`src/rtl/piezo_pkg.sv`:
```
// Note divider codes, sequencer state encoding and the per-channel melody table
// shared by the piezo melody sequencer.
package piezo_pkg;

    localparam int NOTE_DO   = 3830;
    localparam int NOTE_RE   = 3400;
    localparam int NOTE_MI   = 3038;
    localparam int NOTE_FA   = 2864;
    localparam int NOTE_SO   = 2550;
    localparam int NOTE_LA   = 2272;
    localparam int NOTE_TI   = 2028;
    localparam int NOTE_HDO  = 1912;
    localparam int NOTE_REST = 0;

    typedef enum logic {
        ST_IDLE = 1'b0,
        ST_PLAY = 1'b1
    } state_e;

    typedef enum logic [3:0] {
        N_REST, N_DO, N_RE, N_MI, N_FA, N_SO, N_LA, N_TI, N_HDO
    } note_e;

    // Unknown channels and steps past the fourth note are silent.
    function automatic note_e melody_rom(input logic [2:0] ch, input logic [3:0] step);
        note_e n;
        n = N_REST;
        case (ch)
            3'd0: case (step)
                4'd0: n = N_DO;
                4'd1: n = N_MI;
                4'd2: n = N_SO;
                4'd3: n = N_HDO;
                default: n = N_REST;
            endcase
            3'd1: case (step)
                4'd0: n = N_RE;
                4'd1: n = N_FA;
                4'd2: n = N_LA;
                default: n = N_REST;
            endcase
            3'd2: case (step)
                4'd0: n = N_MI;
                4'd1: n = N_SO;
                4'd2: n = N_TI;
                default: n = N_REST;
            endcase
            3'd3: case (step)
                4'd0: n = N_DO;
                4'd2: n = N_DO;
                default: n = N_REST;
            endcase
            default: n = N_REST;
        endcase
        return n;
    endfunction

endpackage

```
`src/rtl/piezo_tone_gen.sv`:
```
// Square-wave generator: toggles its output every div/2 clocks while enabled;
// a clear or a rest code parks it low with the half-period counter at zero.
module piezo_tone_gen #(
    parameter int DIV_W = 12
) (
    input  logic             clk,
    input  logic             rst,
    input  logic [DIV_W-1:0] div,
    input  logic             clr,
    input  logic             en,
    output logic             piezo
);

    logic [DIV_W-2:0] half;
    logic [DIV_W-2:0] half_last;
    logic [DIV_W-2:0] half_cnt_q, half_cnt_d;
    logic             piezo_q, piezo_d;
    logic             run;

    always_comb begin
        half       = div[DIV_W-1:1];
        half_last  = half - (DIV_W-1)'(1);
        run        = en && (div > DIV_W'(1));
        half_cnt_d = half_cnt_q;
        piezo_d    = piezo_q;
        if (clr || !run) begin
            half_cnt_d = '0;
            piezo_d    = 1'b0;
        end else if (half_cnt_q == half_last) begin
            half_cnt_d = '0;
            piezo_d    = ~piezo_q;
        end else begin
            half_cnt_d = half_cnt_q + (DIV_W-1)'(1);
        end
    end

    always_ff @(posedge clk or negedge rst) begin
        if (!rst) begin
            half_cnt_q <= '0;
            piezo_q    <= 1'b0;
        end else begin
            half_cnt_q <= half_cnt_d;
            piezo_q    <= piezo_d;
        end
    end

    assign piezo = piezo_q;

endmodule

```
`src/rtl/piezo_melody_seq.sv`:
```
// Trigger-driven melody sequencer: edge-detects channel requests, plays the
// channel's melody note by note and keeps one pending request for back-to-back play.
module piezo_melody_seq
    import piezo_pkg::*;
#(
    parameter int               NUM_CH   = 4,
    parameter int               SEQ_LEN  = 4,
    parameter int               NOTE_CYC = 100000,
    parameter int               DIV_W    = 12,
    parameter logic [DIV_W-1:0] DIV_DO   = DIV_W'(NOTE_DO),
    parameter logic [DIV_W-1:0] DIV_RE   = DIV_W'(NOTE_RE),
    parameter logic [DIV_W-1:0] DIV_MI   = DIV_W'(NOTE_MI),
    parameter logic [DIV_W-1:0] DIV_FA   = DIV_W'(NOTE_FA),
    parameter logic [DIV_W-1:0] DIV_SO   = DIV_W'(NOTE_SO),
    parameter logic [DIV_W-1:0] DIV_LA   = DIV_W'(NOTE_LA),
    parameter logic [DIV_W-1:0] DIV_TI   = DIV_W'(NOTE_TI),
    parameter logic [DIV_W-1:0] DIV_HDO  = DIV_W'(NOTE_HDO)
) (
    input  logic              clk,
    input  logic              rst,
    input  logic [NUM_CH-1:0] trig,
    input  logic              mute,
    output logic              piezo,
    output logic              busy,
    output logic              done,
    output logic [2:0]        cur_ch
);

    localparam int NC_W = $clog2(NOTE_CYC);
    localparam int ST_W = (SEQ_LEN > 1) ? $clog2(SEQ_LEN) : 1;
    localparam logic [NC_W-1:0] NOTE_LAST = NC_W'(NOTE_CYC - 1);
    localparam logic [ST_W-1:0] STEP_LAST = ST_W'(SEQ_LEN - 1);

    state_e            state_q, state_d;
    logic [NUM_CH-1:0] trig_q, trig_prev_q, trig_prev_d, edge_vec;
    logic              hist_vld_q;
    logic [NC_W-1:0]   note_cnt_q, note_cnt_d;
    logic [ST_W-1:0]   step_q, step_d;
    logic [2:0]        cur_ch_q, cur_ch_d, pend_ch_q, pend_ch_d, win_ch;
    logic              pend_vld_q, pend_vld_d;
    logic              busy_q, busy_d, done_q, done_d;
    logic              win_vld, note_end, mel_end;
    note_e             note;
    logic [DIV_W-1:0]  div;
    logic              tone_en, tone_piezo;

    always_comb begin
        // Until one sample has been taken after reset, history tracks the input
        // so a level already high at release never looks like an edge.
        trig_prev_d = hist_vld_q ? trig_q : trig;
        edge_vec    = trig_q & ~trig_prev_q;
        win_vld     = 1'b0;
        win_ch      = '0;
        for (int i = NUM_CH - 1; i >= 0; i--) begin
            if (edge_vec[i]) begin
                win_vld = 1'b1;
                win_ch  = 3'(i);
            end
        end

        note_end   = (state_q == ST_PLAY) && (note_cnt_q == NOTE_LAST);
        mel_end    = note_end && (step_q == STEP_LAST);
        state_d    = state_q;
        note_cnt_d = note_cnt_q;
        step_d     = step_q;
        cur_ch_d   = cur_ch_q;
        pend_vld_d = pend_vld_q;
        pend_ch_d  = pend_ch_q;
        busy_d     = busy_q;
        done_d     = 1'b0;

        case (state_q)
            ST_IDLE: begin
                if (win_vld) begin
                    state_d    = ST_PLAY;
                    cur_ch_d   = win_ch;
                    step_d     = '0;
                    note_cnt_d = '0;
                    busy_d     = 1'b1;
                end
            end
            ST_PLAY: begin
                if (win_vld) begin
                    pend_vld_d = 1'b1;
                    pend_ch_d  = win_ch;
                end
                if (note_end) begin
                    note_cnt_d = '0;
                    step_d     = step_q + ST_W'(1);
                end else begin
                    note_cnt_d = note_cnt_q + NC_W'(1);
                end
                // A request landing in this very cycle is already in pend_*_d.
                if (mel_end) begin
                    done_d = 1'b1;
                    step_d = '0;
                    if (pend_vld_d) begin
                        cur_ch_d   = pend_ch_d;
                        pend_vld_d = 1'b0;
                    end else begin
                        state_d  = ST_IDLE;
                        busy_d   = 1'b0;
                        cur_ch_d = '0;
                    end
                end
            end
            default: state_d = ST_IDLE;
        endcase
    end

    always_comb begin
        note = melody_rom(cur_ch_q, 4'(step_q));
        case (note)
            N_DO:    div = DIV_DO;
            N_RE:    div = DIV_RE;
            N_MI:    div = DIV_MI;
            N_FA:    div = DIV_FA;
            N_SO:    div = DIV_SO;
            N_LA:    div = DIV_LA;
            N_TI:    div = DIV_TI;
            N_HDO:   div = DIV_HDO;
            default: div = DIV_W'(NOTE_REST);
        endcase
        tone_en = (state_q == ST_PLAY) && !mute;
    end

    always_ff @(posedge clk or negedge rst) begin
        if (!rst) begin
            state_q     <= ST_IDLE;
            trig_q      <= '0;
            trig_prev_q <= '0;
            hist_vld_q  <= 1'b0;
            note_cnt_q  <= '0;
            step_q      <= '0;
            cur_ch_q    <= '0;
            pend_vld_q  <= 1'b0;
            pend_ch_q   <= '0;
            busy_q      <= 1'b0;
            done_q      <= 1'b0;
        end else begin
            state_q     <= state_d;
            trig_q      <= trig;
            trig_prev_q <= trig_prev_d;
            hist_vld_q  <= 1'b1;
            note_cnt_q  <= note_cnt_d;
            step_q      <= step_d;
            cur_ch_q    <= cur_ch_d;
            pend_vld_q  <= pend_vld_d;
            pend_ch_q   <= pend_ch_d;
            busy_q      <= busy_d;
            done_q      <= done_d;
        end
    end

    piezo_tone_gen #(.DIV_W(DIV_W)) u_tone (
        .clk   (clk),
        .rst   (rst),
        .div   (div),
        .clr   (note_end),
        .en    (tone_en),
        .piezo (tone_piezo)
    );

    // Mute gates the output directly so silence is immediate.
    assign piezo  = tone_piezo & ~mute;
    assign busy   = busy_q;
    assign done   = done_q;
    assign cur_ch = cur_ch_q;

endmodule

```
`config.mk`:
```
export PLATFORM = sky130hd
export DESIGN_NAME = piezo_melody_seq
export DESIGN_NICKNAME = d
export VERILOG_FILES = /design/src/rtl/piezo_pkg.sv /design/src/rtl/piezo_tone_gen.sv /design/src/rtl/piezo_melody_seq.sv
export SDC_FILE = /design/constraint.sdc
export NUM_CORES = 1
export LEC_CHECK = 0
export ABC_AREA = 1
export CAP_MARGIN = 20
export CORE_ASPECT_RATIO = 1.75
export CORE_MARGIN = 3
export CORE_UTILIZATION = 32
export CTS_CLUSTER_DIAMETER = 200
export DETAILED_ROUTE_END_ITERATION = 10
export SLEW_MARGIN = 5
export SYNTH_ARGS = -nofsm -noshare
export SYNTH_HDL_FRONTEND = slang
export SYNTH_SLANG_ARGS = --single-unit
export TNS_END_PERCENT = 5
```
`constraint.sdc`:
```
create_clock -name clk -period 3.54 [get_ports clk]
set_input_delay 0.708 -clock clk [delete_from_list [all_inputs] [get_ports clk]]
set_output_delay 0.708 -clock clk [all_outputs]
set_load 0.05 [all_outputs]
```
# After elaboration in Yosys (flattened, before gate mapping)
# Memory sizes are Yosys's and may differ from the RTL's.
# Index checks and enable logic that the tools add are counted.
# totals
mem_bits_rw	0
wordCells	94
regBits	50
out_inout_bits	6
in_bits	7
mem_count	1
latch_bits	0
romBits	176
# memory_table
memory	depth	word_bits	rd	rd_ports_with_merged_regs	wr	line_no	source
(name not given)	16	11	1	0	0	piezo_melody_seq.sv:113	case (note)
# classes
bitwise_logic	6
eq_ne	12
div	0
shift	0
n_mux	43
n_addsub	4
magnitude_cmp	1
n_reduce_logical	14
n_mul	0
# op_table
cell	n
$mux W17	2
$pmux W17 S2	1
$pmux W4 S4	2
$mux W11	2
$mux W1	18
$pmux W3 S3	2
$add A17 B1 Y17 const B	1
$eq A17 B17 Y1 const B	1
$mux W3	5
$gt A12 B1 Y1 const B	1
$mux W2	6
$add A11 B1 Y11 const B	1
$eq A11 B11 Y1	1
$sub A11 B1 Y11 const B	1
$eq A3 B2 Y1 const B	2
$pmux W3 S2	1
$and A4 B4 Y4	1
$eq A2 B2 Y1 const B	2
$logic_and A1 B1 Y1	4
$mux W4	1
$ne A2 B2 Y1 const B	2
$not A4 Y4	1
$pmux W1 S2	2
$pmux W2 S2	1
other kinds (15)	19

# Logic depth before layout (Yosys ltp)
# Gate-level depths: netlist of run 1.
# logic_depth
ltp_word	11
ltp_mapped	24
mapped_depth_nobuf	23

# Modules after synthesis
# From an unflattened synthesis of run 1, not the netlist that was laid out.
# hier_totals
cells_unflattened	498
area_unflattened_um2	3557.2
# modules_own_cells
mod	seq_area_each_um2	area_per_inst_um2	instances	cells_each
piezo_melody_seq	950.9	2512.4	1	333
piezo_tone_gen	300.3	1044.8	1	165

# Worst setup path after synthesis of run 1
# No wires, ideal clock.
# synth_timing
kind	reg2reg
start	register cur_ch_q[2] (netlist: cur_ch[2])
end	register u_tone.half_cnt_q[2]
required_time_ns	3.419
arrival_time_ns	2.795
n_path_buf	2
slack_ns	0.624
stages_incl_launch_ff	20
setup_ns	0.121
period_less_slack_ns	2.916
cell_sequence	dfrtp_1 inv_2 buf_4 nand3_1 nand2_1 nor2_2 ha_1 inv_1 nand2_1 nand3_2 ha_1 xor2_1 nand2_1 nor2_1 nand2_1 nor2_2 nand3_2 nand2_2 buf_6 nor2_2
# synth_via
elab_chain_cells	8
word_cells_on_any_way	14
cone_classes	add/sub: 1; order compare: 1; eq/ne: 4; mux: 3; reduce/logical: 4; memory: 1
# synth_rtl
element	line_no	source
start: declaration	piezo_melody_seq.sv:39	logic [2:0] cur_ch_q, cur_ch_d, pend_ch_q, pend_ch_d, win_ch;
start signal: assignment	piezo_melody_seq.sv:147	cur_ch_q <= cur_ch_d;
$eq A3 B2 Y1, or another cell as far along	piezo_pkg.sv:28	case (ch)
$pmux W4 S4 (*)	piezo_pkg.sv:28	
$mem_v2 Z16 W11 (*)	n/a	
branches (longest 4 deep; another with $sub A11 B1 Y11)	n/a	
$mux W11 (*)	piezo_tone_gen.sv:26	if (clr || !run) begin
via u_tone.half_cnt_d[2]	piezo_tone_gen.sv:16	logic [DIV_W-2:0] half_cnt_q, half_cnt_d;
end signal: assignment	piezo_tone_gen.sv:42	half_cnt_q <= half_cnt_d;
end: declaration	piezo_tone_gen.sv:16	
# Mark *: on every way through the listed nets, which the timed path passes.
# A chain may end at the register's enable or synchronous reset.

# Worst setup path in the final report of run 1
# layout_timing
start	register step_q[0]
end	register u_tone.half_cnt_q[10]
# layout_via
elab_chain_cells	10
word_cells_on_any_way	19
cone_classes	add/sub: 1; order compare: 1; eq/ne: 4; mux: 7; reduce/logical: 5; memory: 1
# layout_rtl
element	line_no	source
start: declaration	piezo_melody_seq.sv:38	logic [ST_W-1:0] step_q, step_d;
start signal: assignment	piezo_melody_seq.sv:146	step_q <= step_d;
$eq A2 B2 Y1 or $logic_not A2 Y1 (tied branches)	n/a	
$reduce_or A2 Y1 (no source line)	n/a	
$mux W1	piezo_pkg.sv:48	3'd3: case (step)
$pmux W4 S4 (*)	piezo_pkg.sv:28	
$mem_v2 Z16 W11 (*)	n/a	
branches (longest 4 deep; another with $sub A11 B1 Y11)	n/a	
$mux W11 (*)	piezo_tone_gen.sv:26	
via u_tone.half_cnt_d[10]	piezo_tone_gen.sv:16	
# Marked as above.

==> flow_summary.yaml, run 1 <==
status:
  status: "finished clean"
setup_path:
  worstPathRequired_ps: 3710
  path_max_fanout: 11
  worstSetupPathType: "register to register"
  arrival_ps: 3280
  cp-start-kind: "register"
  worstSetupEndpointType: "register"
synthesis:
  synth.most_common_cell: "nand2_1"
  yosys.area.top_type: "dfrtp_1"
  synth-simple-area-share: 0.356
  synth_cells: 447
  synth_enable_flop_cells: 0
  synth_fa_ha_area_frac: 0.0378
  ys_seq_area_frac: 0.378
  yosysUniqueCellTypes: 36
  yosys_warnings: 0
  synth_area_um2: 3310
  synth_compound_area_frac: 0.0847
  synth_area_leaders: "dfrtp_1, nand2_1, inv_1, nand3_1, nor2_1"
  synth_top_family_by_area: "simple AND/OR/NAND/NOR gates"
  async_reset_ff_frac: 1.00
  synth.avg_cell_area_um2: 7.41
  ys_top_cells_by_count: "nand2_1, inv_1, dfrtp_1, nand3_1, nor2_1"
  ys_ff_latch: 50
  ys.flop_type: "dfrtp_1"
  synth_nets: 464
  synth_mux_area_frac: 0.00680
  synth-xor-area-share: 0.0423
  synth_top_cell_area_share: 0.378
sta:
  drv_slew: 0
  max_freq_mhz: 322
  post-route-min-period_ps: 3100
  rsz0062_at_grt: "no"
  hold_ws_ps: 408
  hold_violations: 0
  tns_ps: 0
  min_period_over_period: 0.877
  tightest_slew_ps: 589
  relSlewSlack: 0.604
  setup_viol: 0
  fin_skew_ps: 8.05
route:
  detail_route.iter0.violations: 124
  viasPerCell: 4.90
  ant_nets: 0
  dr.pass1.iters: 4
  wl_um: 7190
  wl_per_cell_um: 12.3
  drc: 0
  vias: 2869
die:
  die_y_um: 141
  boundaryPins: 13
  die_width_um: 82.9
  num_rows: 48
  start_util: 0.332
  dieArea_um2: 11700
  design.core.area_um2: 9970
pwr:
  p_sw_frac: 0.358
  pwr-share-seq: 0.412
  power_density_nw_per_um2: 458
  switching_power_w: 0.000604
  pwr-share-comb: 0.311
  pwr-share-clk: 0.277
  p_int_w: 0.00109
  leakage_nw: 1.70
  max-vdd-ir-drop_mv: 0.432
grt:
  use_met2: 0.240
  grt_usage: 0.130
  gr-max-usage-layer: "met2"
  overflow: 0
  grt_pass1_vias: 2840
  antenna_found_initial: 0
  grt_max_degree: 27
  grt_pass1_wl_um: 12500
  globalRouteMet3Util: 0.0153
  use_met1: 0.133
place:
  portBuffers: 12
  place.gp.congestion: 0.913
  dp_hpwl_um: 5710
cells_and_area:
  antenna_cells: 0
  multi_input_area_um2: 1760
  fillers: 1070
  drive_above_1_share: 0.126
  area_growth_pct: 11.4
  nNetsFinal: 477
  seqCellArea_um2: 1250
clocking:
  clock-sinks: 50
  cts_tree: "done"
  cts_buffers: 5
  htreeDepth: 2
  clockRootBuffer: "clkbuf_16"
  clk_pin_slew_worst_paths_ps: 70
  cts_buffer_depth: 2
  clk_latency_ps: 290
flow_run:
  cap_violations: 0
worst_hold_path:
  hold_path_class: "primary input to asynchronous set/reset pin"
-- worst paths after layout --
check / startpoint / endpoint / slack (ps) / cells after the start
max in group asynchronous: rst / trig_prev_q[0] / 2390 / 2
max reg2reg: step_q[0] / u_tone.half_cnt_q[10] / 440 / 22
min: rst / u_tone.half_cnt_q[7] / 410 / 1
min reg2reg: pend_ch_q[1] / pend_ch_q[1] / 490 / 2
min in group clk: pend_ch_q[1] / pend_ch_q[1] / 490 / 2
max: step_q[0] / u_tone.half_cnt_q[10] / 440 / 22
-- state kept, by name, summed over array words and instances, names as in the netlist --
name               count
hist_vld_q             1
pend_vld_q             1
cur_ch                 3
trig_prev_q            4
step_q                 2
busy                   1
state_q                1
done                   1
note_cnt_q            17
u_tone.half_cnt_q     11
pend_ch_q              3
u_tone.piezo           1
trig_q                 4
-- timing repair --
| action | CTS | global route |
|---|---|---|
| gates resized for setup | 0 | 1 |
| endpoints found under the setup margin | 0 | 11 |
| buffers inserted | 0 | 0 |
| hold buffers | 0 | 0 |
-- power groups by stage --
stage / sequential, W / combinational (W) / clock [W]
2_1_floorplan: 0.000708 / 0.000395 / 0
4_1_cts: 0.000697 / 0.000529 / 0.000482
3_5_place_dp: 0.000706 / 0.000527 / 0
6_report: 0.000696 / 0.000525 / 0.000469
3_3_place_gp: 0.000703 / 0.000512 / 0
5_1_grt: 0.000708 / 0.000605 / 0.000510
-- critical path, stage by stage (launching register included) --
cell and delay, ps:
dfrtp_1 430, inv_1 90, ha_1 240, inv_1 60
nand2_1 110, nand3_1 140, nand2_1 70, nor2_2 160
ha_1 200, inv_1 60, nand2_1 80, nand3_2 100
ha_1 280, inv_1 100, nand2_1 70, nand3_1 70
nand2_1 50, nor2_1 80, nand2_1 100, nor2_2 130
nand3_2 120, nand2_4 180, nor2_1 60
-- per-stage QoR --
| step | power, W | cells | cell area [um^2] | util | setup slack, ps |
|---|---|---|---|---|---|
| after floorplan | 0.00110 | 447 | 3310 | - | 624 |
| after global placement | 0.00122 | 578 | 3540 | 0.355 | 478 |
| after detailed placement | 0.00123 | 578 | 3540 | 0.355 | 351 |
| after CTS | 0.00171 | 586 | 3680 | 0.369 | 334 |
| after global routing | 0.00182 | 586 | 3690 | 0.370 | 8.88 |
| final | 0.00169 | 586 | 3690 | 0.370 | 437 |
-- layout make-up --
cell class	instances	share of cell area
clock buffers	6	0.0349
clock inverters	2	0.00373
inverters	69	0.0702
multi-input cells	321	0.476
flip-flops and latches	50	0.339
well taps	125	0.0424
repair buffers	13	0.0332
-- placed cells by master (no fill, tap or decap), types with 8 or more instances in the layout --
master / synthesis / layout
o21ai_0: 26 / 26
nand2_1: 103 / 103
xor2_1: 12 / 12
inv_1: 63 / 63
dfrtp_1: 50 / 50
clkdlybuf4s50_1: 0 / 11
ha_1: 10 / 10
nand4_1: 11 / 11
nand3_1: 40 / 40
nor2_2: 14 / 14
nand3_2: 9 / 9
nor2_1: 40 / 40
nor3_1: 8 / 8
o22ai_1: 10 / 10
-- cells by family (layout without fill, tap and decap cells) --
family	Yosys count	count (layout)
compound gates	47	47
other cells	1	1
flops	50	50
mux	2	2
fa+ha+maj	10	10
simple gates	245	245
xor+xnor	16	16
buf+inv	76	90
-- layer usage --
metal | wire length (um) | up-vias
li1 | - | 1464
met5 | 0 | -
met4 | 503 | 0
met1 | 2770 | 1316
met2 | 3760 | 57
met3 | 160 | 32
Note: power is estimated with default switching activity, not from simulation.
==> run 2: changes to the inputs <==
--- a/config.mk
+++ b/config.mk
@@ -6,7 +6,7 @@
 export NUM_CORES = 1
 export LEC_CHECK = 0
 export ABC_AREA = 1
-export CAP_MARGIN = 20
+export CAP_MARGIN = 40
 export CORE_ASPECT_RATIO = 1.75
 export CORE_MARGIN = 3
 export CORE_UTILIZATION = 32
==> results of run 2 <==
No change in the layout: final DEF, timing and power equal those of run 1.
==> run 3: changes to the inputs <==
--- a/config.mk
+++ b/config.mk
@@ -7,11 +7,14 @@
 export LEC_CHECK = 0
 export ABC_AREA = 1
 export CAP_MARGIN = 40
+export CELL_PAD_IN_SITES_DETAIL_PLACEMENT = 1
+export CELL_PAD_IN_SITES_GLOBAL_PLACEMENT = 2
 export CORE_ASPECT_RATIO = 1.75
 export CORE_MARGIN = 3
 export CORE_UTILIZATION = 32
 export CTS_CLUSTER_DIAMETER = 200
 export DETAILED_ROUTE_END_ITERATION = 10
+export PLACE_DENSITY_LB_ADDON = 0.1
 export SLEW_MARGIN = 5
 export SYNTH_ARGS = -nofsm -noshare
 export SYNTH_HDL_FRONTEND = slang
==> run 3 against run 2 <==
Clock skew fell by 1.4 ps. Cell area rose by 2.1%. Maximum frequency fell by 1.3%. Sequential share of layout area fell by 0.68 points. Worst setup slack got worse by 42 ps. Combinational power rose by 3%. Die area did not move. Count of clock-buffer cells in the layout did not move. Flip-flop and latch count did not move.
==> flow_summary.yaml, run 3 (synthesized netlist as in run 1, its figures left out) <==
sta:
  rsz0062_at_grt: "no"
  drv_slew: 0
  max_freq_mhz: 318
  finalWorstSetupSlack_ps: 395
  fin_skew_ps: 6.61
  min_period_over_period: 0.888
  tns_ps: 0
  hold_violations: 0
  relSlewSlack: 0.589
  post-route-min-period_ps: 3140
  setup_viol: 0
  tightest_slew_ps: 617
pwr:
  pwr-share-seq: 0.374
  pwr-share-comb: 0.288
  total_power_w: 0.00187
  power_density_nw_per_um2: 497
  p_sw_frac: 0.333
  p_int_w: 0.00125
  max-vdd-ir-drop_mv: 0.285
  leakage_nw: 1.73
  switching_power_w: 0.000623
  pwr-share-clk: 0.339
place:
  dp_slack_ps: 234
  place.gp.congestion: 0.740
  portBuffers: 12
  dp_hpwl_um: 7010
cells_and_area:
  area_growth_pct: 13.8
  drive_above_1_share: 0.134
  nNetsFinal: 478
  antenna_cells: 0
  regMostFlops: "note_cnt_q"
  largest_reg_flops: 17
  fillers: 1263
  mostFrequentLayoutCells: "nand2_1, inv_1, dfrtp_1"
  final_common_cell: "nand2_1"
  top_regs: "note_cnt_q: 17 flops, u_tone.half_cnt_q: 11 flops"
setup_path:
  cp-start-kind: "register"
  worstPathRequired_ps: 3720
  path_max_fanout: 14
  ff2ff_setup_slack_ps: 400
  worstSetupEndpointType: "register"
  rr_endpoint: "u_tone.half_cnt_q[10]"
  arrival_ps: 3320
  reg2reg_depth: 20
  worstSetupPathType: "register to register"
  reg2reg_from: "step_q[0]"
route:
  viasPerCell: 4.88
  wl_per_cell_um: 14.7
  drc: 0
  vias: 2864
  ant_nets: 0
  wl_um: 8620
  detail_route.iter0.violations: 96
  dr.pass1.iters: 4
die:
  die_y_um: 141
  num_rows: 48
  boundaryPins: 13
  die_width_um: 82.9
  dieArea_um2: 11700
  start_util: 0.332
  design.core.area_um2: 9970
clocking:
  clockRootBuffer: "clkbuf_16"
  clk_pin_slew_worst_paths_ps: 60
  clock-sinks: 50
  cts_buffer_depth: 2
  cts_setup_buffers: 0
  clk_latency_ps: 290
  cts_tree: "done"
  cts_buffers: 5
  htreeDepth: 2
grt:
  grt_usage: 0.158
  grt_pass1_vias: 3119
  grt_pass1_wl_um: 15000
  grt_max_degree: 28
  overflow: 0
  antenna_found_initial: 0
flow_run:
  cap_violations: 0
worst_hold_path:
  hold_path_class: "primary input to asynchronous set/reset pin"
status:
  status: "finished clean"
run 3: repair_timing:
action,in CTS,in global routing
gates resized for setup,0,4
endpoints found under the setup margin,0,11
hold buffers,0,0
hold endpoints to repair,0,0
run 3: cell type report:
type,count,area [um^2],share of cell area
clock buffers,6,139,0.0369
repair buffers,14,130,0.0345
flip-flops and latches,50,1250,0.332
multi-input cells,321,1770,0.470
well taps,125,156,0.0415
inverters,69,259,0.0687
clock inverters,2,60.1,0.0159
run 3: worst max path at each step:
stage | from | to | slack, ps
3_5_place_dp | step_q[0] | u_tone.half_cnt_q[10] | 230
2_1_floorplan | cur_ch[2] | u_tone.half_cnt_q[2] | 620
5_1_grt | step_q[0] | u_tone.half_cnt_q[10] | 60
4_1_cts | step_q[0] | u_tone.half_cnt_q[10] | 220
3_3_place_gp | step_q[0] | u_tone.half_cnt_q[10] | 350
6_report | step_q[0] | u_tone.half_cnt_q[10] | 400
run 3: stage by stage:
stage	cell area (um^2)	cells	hold WS [ps]	utilization
CTS	3750	587	463	0.376
global route	3770	587	477	0.378
global placement	3550	579	469	0.356
detailed placement	3550	579	495	0.356
floorplan	3310	447	412	-
finish	3770	587	432	0.378
run 3: metal layers:
metal | track usage | vias to the layer above | part of all wire
met5 | 0 | - | 0
met4 | 0.0500 | 0 | 0.021
met3 | 0.0182 | 8 | 0.011
met2 | 0.321 | 15 | 0.58
met1 | 0.164 | 1378 | 0.39
li1 | - | 1463 | -
run 3: critical path: stages, from the launching register on:
cell,delay [ps]
dfrtp_2,440
inv_1,90
ha_1,220
inv_1,50
nand2_1,150
nand2_2,110
nand2_2,100
nand2_4,90
ha_1,230
inv_1,80
nor2_2,50
nand2_4,190
nand2_2,130
nor2_4,130
nand3_2,130
inv_2,120
nand3_1,180
a21oi_2,190
nand3_2,150
nand2_8,160
nor2_1,50
run 3: power by group through the flow:
stage	Clock, W	Sequential, W	Combinational (W)
floorplan	0	0.000708	0.000395
global placement	0	0.000709	0.000537
detailed placement	0	0.000711	0.000548
CTS	0.000655	0.000700	0.000551
global route	0.000674	0.000710	0.000631
finish	0.000634	0.000700	0.000539
